--- config.mk ---
export PLATFORM = sky130hd
export DESIGN_NAME = sseg_scan_decoder
export DESIGN_NICKNAME = d
export VERILOG_FILES = /design/src/rtl/sseg_scan_decoder.sv
export SDC_FILE = /design/constraint.sdc
export NUM_CORES = 1
export LEC_CHECK = 0
export ABC_AREA = 0
export CORE_MARGIN = 2
export CORE_UTILIZATION = 45
export DETAILED_ROUTE_END_ITERATION = 8
export GPL_TIMING_DRIVEN = 0
export PLACE_DENSITY = 0.65
export SLEW_MARGIN = 20
export SYNTH_ARGS = -nofsm -noshare
export SYNTH_HDL_FRONTEND = slang
export SYNTH_SLANG_ARGS = --single-unit
export TNS_END_PERCENT = 5
--- constraint.sdc ---
create_clock -name M_CLOCK -period 5.03 [get_ports M_CLOCK]
set_clock_uncertainty 0.15 [all_clocks]
set_input_delay 0.503 -clock M_CLOCK [delete_from_list [all_inputs] [get_ports M_CLOCK]]
set_output_delay 0.503 -clock M_CLOCK [all_outputs]
set_load 0.05 [all_outputs]
--- src/rtl/sseg_scan_decoder.sv ---
// Receive-side monitor for a multiplexed 4-digit seven-segment bus.
// Samples each settled digit, decodes it to BCD and publishes whole frames.
module sseg_scan_decoder #(
    parameter int STABLE_CYCLES  = 1000,
    parameter int TIMEOUT_CYCLES = 2_000_000
) (
    input  logic        M_CLOCK,
    input  logic        M_RESET_N,
    input  logic [3:0]  SSEGD_IN,
    input  logic [7:0]  SSEG_IN,
    output logic [15:0] DIGITS,
    output logic [3:0]  DP,
    output logic [3:0]  BLANK,
    output logic [3:0]  DIGIT_ERR,
    output logic        FRAME_VALID,
    output logic        TIMEOUT
);

    localparam int SW = (STABLE_CYCLES > 1) ? $clog2(STABLE_CYCLES) : 1;
    localparam int TW = (TIMEOUT_CYCLES > 1) ? $clog2(TIMEOUT_CYCLES) : 1;
    localparam logic [SW-1:0] STAB_MAX = SW'(STABLE_CYCLES - 1);
    localparam logic [TW-1:0] TOUT_MAX = TW'(TIMEOUT_CYCLES - 1);

    logic [3:0]      sel_s1, sel_s2;
    logic [7:0]      seg_s1, seg_s2;
    logic [SW-1:0]   stab_cnt;
    logic [TW-1:0]   tout_cnt;
    logic            armed;
    logic [3:0]      seen;
    logic [3:0][3:0] sh_dig;
    logic [3:0]      sh_dp, sh_blank, sh_err;

    logic            changed, sel_ok, sample, complete, tout;
    logic [1:0]      slot;
    logic [3:0]      dec_code;
    logic            dec_blank, dec_err;

    function automatic logic [5:0] decode(input logic [6:0] g);
        case (g)
            7'b1000000: decode = {4'd0, 2'b00};
            7'b1111001: decode = {4'd1, 2'b00};
            7'b0100100: decode = {4'd2, 2'b00};
            7'b0110000: decode = {4'd3, 2'b00};
            7'b0011001: decode = {4'd4, 2'b00};
            7'b0010010: decode = {4'd5, 2'b00};
            7'b0000010: decode = {4'd6, 2'b00};
            7'b1011000,
            7'b1111000: decode = {4'd7, 2'b00};
            7'b0000000: decode = {4'd8, 2'b00};
            7'b0010000: decode = {4'd9, 2'b00};
            7'b1111111: decode = {4'hF, 2'b10};
            default:    decode = {4'hF, 2'b01};
        endcase
    endfunction

    // Change is seen one stage early so the sample lands 2+STABLE+1 after settle
    always_comb begin
        changed = {sel_s1, seg_s1} != {sel_s2, seg_s2};
        sel_ok  = 1'b1;
        slot    = 2'd0;
        case (sel_s2)
            4'b1110: slot = 2'd3;
            4'b1101: slot = 2'd2;
            4'b1011: slot = 2'd1;
            4'b0111: slot = 2'd0;
            default: sel_ok = 1'b0;
        endcase
        {dec_code, dec_blank, dec_err} = decode(seg_s2[6:0]);
        sample   = armed && sel_ok && (stab_cnt == STAB_MAX);
        complete = (seen == 4'hF);
        tout     = !complete && (tout_cnt == TOUT_MAX);
    end

    always_ff @(posedge M_CLOCK) begin
        if (!M_RESET_N) begin
            sel_s1      <= '0;
            sel_s2      <= '0;
            seg_s1      <= '0;
            seg_s2      <= '0;
            stab_cnt    <= '0;
            tout_cnt    <= '0;
            armed       <= 1'b0;
            seen        <= '0;
            sh_dig      <= '0;
            sh_dp       <= '0;
            sh_blank    <= '0;
            sh_err      <= '0;
            DIGITS      <= '0;
            DP          <= '0;
            BLANK       <= '0;
            DIGIT_ERR   <= '0;
            FRAME_VALID <= 1'b0;
            TIMEOUT     <= 1'b0;
        end else begin
            sel_s1 <= SSEGD_IN;
            sel_s2 <= sel_s1;
            seg_s1 <= SSEG_IN;
            seg_s2 <= seg_s1;

            if (sample)
                armed <= 1'b0;
            if (changed) begin
                stab_cnt <= '0;
                armed    <= 1'b1;
            end else if (stab_cnt != STAB_MAX) begin
                stab_cnt <= stab_cnt + 1'b1;
            end

            FRAME_VALID <= complete;
            TIMEOUT     <= tout;

            if (complete) begin
                DIGITS    <= sh_dig;
                DP        <= sh_dp;
                BLANK     <= sh_blank;
                DIGIT_ERR <= sh_err;
            end

            if (complete || tout)
                tout_cnt <= '0;
            else
                tout_cnt <= tout_cnt + 1'b1;

            // A timeout discards the partial frame, including a same-cycle sample
            if (tout) begin
                seen     <= '0;
                sh_dig   <= '0;
                sh_dp    <= '0;
                sh_blank <= '0;
                sh_err   <= '0;
            end else begin
                seen <= (complete ? 4'h0 : seen)
                      | (sample ? (4'b0001 << slot) : 4'h0);
                if (sample) begin
                    sh_dig[slot]   <= dec_code;
                    sh_dp[slot]    <= ~seg_s2[7];
                    sh_blank[slot] <= dec_blank;
                    sh_err[slot]   <= dec_err;
                end
            end
        end
    end

endmodule

# After elaboration in Yosys (flattened, before gate mapping)
# Index checks and enable logic that the tools add are counted.
[classes]
n_addsub = 2
order_cmp = 2
n_eq_ne = 20
shifts = 1
muxes = 15
bitwise_logic = 3
reduce_logical = 13
[op_table]
columns = ["cell", "count"]
rows = [
  ["6-bit one-hot mux with 11 select lines", 1],
  ["7-bit == test, second input constant", 5],
  ["21-bit by 1-bit adder with 21-bit output, second input constant", 1],
  ["21-bit == test, second input constant", 1],
  ["7-bit by 5-bit == test with 1-bit output, second input constant", 3],
  ["16-bit bitwise mux", 1],
  ["4-bit == test, second input constant", 4],
  ["7-bit by 6-bit == test with 1-bit output, second input constant", 2],
  ["4-bit bitwise mux", 3],
  ["4-bit 2-to-1 mux", 3],
  ["12-bit inequality test", 1],
  ["10-bit by 1-bit adder with 10-bit output, second input constant", 1],
  ["10-bit == test, second input constant", 1],
  ["10-bit inequality test, second input constant", 1],
  ["4-bit demux with 2-bit select", 1],
  ["2-bit OR reduction", 4],
  ["7-bit by 2-bit == test with 1-bit output, second input constant", 1],
  ["7-bit logical NOT", 1],
  ["2-bit one-hot mux with 3 select lines", 1],
  ["4-bit by 3-bit == test with 1-bit output, second input constant", 1],
  ["1-bit logical AND", 4],
  ["1-bit 2-to-1 mux", 4],
  ["4-bit bitwise OR", 1],
  ["4-bit OR reduction", 1],
  ["8 further kinds", 9],
]
[word_totals]
ff_bits = 118
input_bits = 14
output_inout_bits = 30
wordCells = 77

# Depth between registers and ports, before layout
[depth]
depth_word = 7
depth_mapped = 8
depth_no_buf = 6

# Worst setup path before layout
# Ideal clock, no wire load.
[synth_path]
path_type = "reg-to-reg"
start = "reg tout_cnt[0]"
end = "reg sh_dig[12] (netlist bit)"
setup_time_ps = 147
arrival_time_ps = 1819
required_ps = 4733
path_slack_ps = 2914
path_stages_with_launch = 8
n_path_buf = 1
synth_period_minus_slack_ps = 2116
path_cell_list = "dfxtp_1 ha_1 and4_1 nand2_1 or4_4 o21ai_2 buf_4 a211oi_1"
[synth_via]
elab_chain_len = 3
[synth_lines]
columns = ["item", "line_no", "source"]
rows = [
  ["start, declared", "27", "logic [TW-1:0] tout_cnt;"],
  ["start signal, assigned", "122", "tout_cnt <= tout_cnt + 1'b1;"],
  ["21-bit == test", "71", "tout = !complete && (tout_cnt == TOUT_MAX);"],
  ["1-bit logical AND", "71", ""],
  ["2-bit OR reduction (no line)", "-", ""],
  ["end signal, assigned by index", "135", "sh_dig[slot] <= dec_code;"],
  ["end, declared", "30", "logic [3:0][3:0] sh_dig;"],
]
# No other way between the ends.
# A chain may end at the register's enable or synchronous reset.

# Final worst setup path
[layout_path]
start = "reg seg_s2[2]"
end = "reg sh_dig[12] (netlist bit)"
[layout_via]
elab_chain_len = 4
word_cells_on_any_way = 15
cone_classes = "eq/ne: 11; mux: 2; reduce/logical: 2"
[layout_lines]
columns = ["item", "line_no", "source"]
rows = [
  ["start, declared", "25", "logic [7:0] seg_s1, seg_s2;"],
  ["start signal, assigned", "98", "seg_s2 <= seg_s1;"],
  ["7-bit == test", "39", "case (g)"],
  ["2-bit OR reduction", "39", ""],
  ["6-bit one-hot mux with 11 select lines *", "39", ""],
  ["16-bit bitwise mux *", "135", ""],
]
# Mark *: on every way between the ends. The rest lies on a longest branch, timed or not.

==> flow_metrics.tcl <==
set metrics [dict create \
    status "complete, no violations" \
    cts_tree "done" \
    worstSetupPathType "reg -> reg" \
    rsz0062_at_grt "false" \
    post-synth-top-count-cell "dfxtp_1" \
    max_freq_mhz 391 \
    nets 588 \
    grt_first_pass_wirelength_mm 16.3 \
    track_usage_pct 18.6 \
    io_pins 44 \
    grt_overflow 0 \
    die_area_sq_mm 0.0112 \
    tns_ns 0 \
    register_area_sq_mm 0.00236 \
    syn_to_final_growth_pct 26.3 \
    crit_path_max_fanout 8 \
    multi_input_area_sq_mm 0.00214 \
    hold_path.class "reg -> reg" \
    synth_top_area_share_pct 50.6 \
    firstDrtPassIters 5 \
    die_h_um 106 \
    cts-root-buf "clkbuf_8" \
    syn_area_sq_mm 0.00467 \
    vias 3579 \
    clockPowerShare_pct 55.1 \
    holdBufCountCts 0 \
    netlist.top_cell.by_area "dfxtp_1" \
    syn_inst 510 \
    hpwl_mm 6.59 \
    cts_resized 0 \
    antenna_found_initial 0 \
    final_area_sq_mm 0.00590 \
    h-tree-depth 4 \
    ys_top_cells_by_count "dfxtp_1, nand2_1, nor2_1" \
    drt_iter0_drc 105 \
    numCtsBuffers 17 \
    p_sw_w 0.000498 \
    p_sw_share_pct 21.6 \
    period_minus_slack_ns 2.56 \
    power_density_mw_per_mm2 391 \
    num_rows 37 \
    ys_seq_elements 118 \
    first_global_vias 3403 \
    clockBufferDepth 2 \
    synth_nets 526 \
    required_ns 5.24 \
    drive_above_1_share_pct 9.57 \
    ir_drop_uv 251 \
    place.port_buffers 43 \
    antenna_cells 0 \
    synth_edf_count 0 \
    p_int_w 0.00181 \
    finalMaxSlewViolations 0 \
    drt-vias-per-instance 4.96 \
    hold_viol_final 0 \
    synth-seq-area-share_pct 50.6 \
    clock_sinks 118 \
    setup_viol 0 \
    async_flop_share_pct 0 \
    startpoint_type "flip-flop" \
    synthTopCellsByArea "dfxtp_1, xnor2_1, nand2_1, nor2_1, a21boi_0" \
    dpl_cell_area_sq_mm 0.00527 \
    tightest_slew_ns 0.797 \
    gp_congestion 0.801 \
    grt_max_degree 17 \
    cp_data_arrival_time_ns 2.77 \
    dpl_worst_slack_ns 2.49 \
    yosys_warnings 0 \
    n_fill_cell 924 \
    seqPwrFrac_pct 41.5 \
    core_area_sq_mm 0.0102 \
    yosysUniqueCellTypes 42 \
    fin_util_pct 57.9 \
    max-cap-violations 0 \
    avgRoutedWirePerCell_um 13.2 \
    drc_errors 0 \
    pwr-share-comb_pct 3.4 \
    drt-total-wl_mm 9.51 \
    post-cts-setup-buffers 0 \
    avgSynthCellArea_sq_um 9.16 \
    ant_nets 0 \
    fin_ws_ns 2.47 \
    start_util_pct 45.9 \
    leakagePower_nw 2.01 \
    clk_pin_slew_worst_paths_ns 0.06 \
    clk_latency_ns 0.53 \
    synth_ff_type "dfxtp_1" \
    period_share_pct 50.9 \
    crit_path_end_kind "flip-flop" \
    slew_headroom_pct 46.8 \
    die_w_um 106 \
]
-- layout make-up --
cell class / count / share of cell area (%)
Sequential cell: 118 / 40.0
Clock inverter: 14 / 3.37
Buffer: 31 / 2.65
Tap cell: 136 / 2.88
Inverter: 3 / 0.191
Clock buffer: 18 / 7.25
Timing Repair Buffer: 43 / 7.30
Multi-Input combinational cell: 358 / 36.3
-- sequential cells by signal (all words and copies together), names as in the netlist, 8 cells and up --
register / count
sh_dig: 16
tout_cnt: 21
seg_s1: 8
seg_s2: 8
stab_cnt: 10
DIGITS: 16
-- stage by stage --
step | cells | total power (W) | hold WS (ns)
finish | 721 | 0.00230 | 0.310
global route | 721 | 0.00238 | 0.339
CTS | 721 | 0.00232 | 0.315
detailed placement | 689 | 0.00105 | 0.307
global placement | 689 | 0.00105 | 0.295
floorplan | 510 | 0.00103 | 0.280
-- cell usage in the layout, fill, tap and decap left out, types with 2 or more instances in the layout --
| cell | instances |
|---|---|
| mux2i_1 | 9 |
| nor3b_1 | 2 |
| dfxtp_1 | 118 |
| o21ai_0 | 3 |
| and2_1 | 29 |
| clkdlybuf4s50_1 | 43 |
| buf_4 | 3 |
| clkinv_4 | 4 |
| a21oi_1 | 11 |
| nand2b_1 | 3 |
| clkbuf_8 | 2 |
| xor2_1 | 9 |
| nor3_1 | 11 |
| buf_6 | 2 |
| nand3_1 | 14 |
| nand4_1 | 10 |
| clkbuf_16 | 16 |
| a211oi_2 | 4 |
| nand4b_1 | 3 |
| or3_1 | 2 |
| nor2_1 | 70 |
| bufinv_16 | 4 |
| ha_1 | 2 |
| buf_2 | 11 |
| and4_1 | 4 |
| xnor2_1 | 32 |
| and4b_1 | 2 |
| clkbuf_1 | 15 |
| nand2_1 | 74 |
| a21boi_0 | 29 |
| clkinv_2 | 2 |
| and3_1 | 4 |
| nor4_1 | 4 |
| inv_6 | 3 |
| a211oi_1 | 14 |
| inv_1 | 3 |
-- path summary, 6_finish.rpt --
check | slack (ns) | start | depth (start not counted) | end
max | 2.47 | seg_s2[2] | 6 | sh_dig[12]
max reg2reg | 2.47 | seg_s2[2] | 6 | sh_dig[12]
min | 0.31 | DP[0] | 2 | DP[0]
min reg2reg | 0.31 | DP[0] | 2 | DP[0]
-- critical path, stage by stage (launching register included) --
cell and delay [ns]:
dfxtp_1 0.29, buf_2 0.16, nor3_1 0.41, nand2_1 0.15
o211a_1 0.34, a2111oi_2 0.73, a211oi_1 0.17
-- cell families after synthesis --
group,after synthesis,synth area share [%]
adder cells (fa/ha/maj),2,0.536
buffers and inverters,34,3.59
AND/OR/NAND/NOR,239,25.0
XOR/XNOR,41,7.69
AO/OA/AOI/OAI,67,10.7
flip-flops,118,50.6
multiplexers,9,1.93
-- power groups by stage --
stage                     Combinational (W)  Sequential [W]  Clock [W]
after floorplan                   0.0000527        0.000974          0
after global placement            0.0000769        0.000976          0
after detailed placement          0.0000788        0.000976          0
after CTS                         0.0000791        0.000956    0.00129
after global routing              0.0000863        0.000957    0.00134
final                             0.0000782        0.000956    0.00127
-- layer usage --
metal  part of all wire, %  vias to the layer above  global-route usage, %
met5                     0                        -                      0
met4                   2.1                        0                   7.61
met3                   4.4                       14                   5.82
met2                    45                       72                   28.9
met1                    49                     1644                   24.0
li1                      -                     1849                      -
Note: power is estimated with default switching activity, not from simulation.
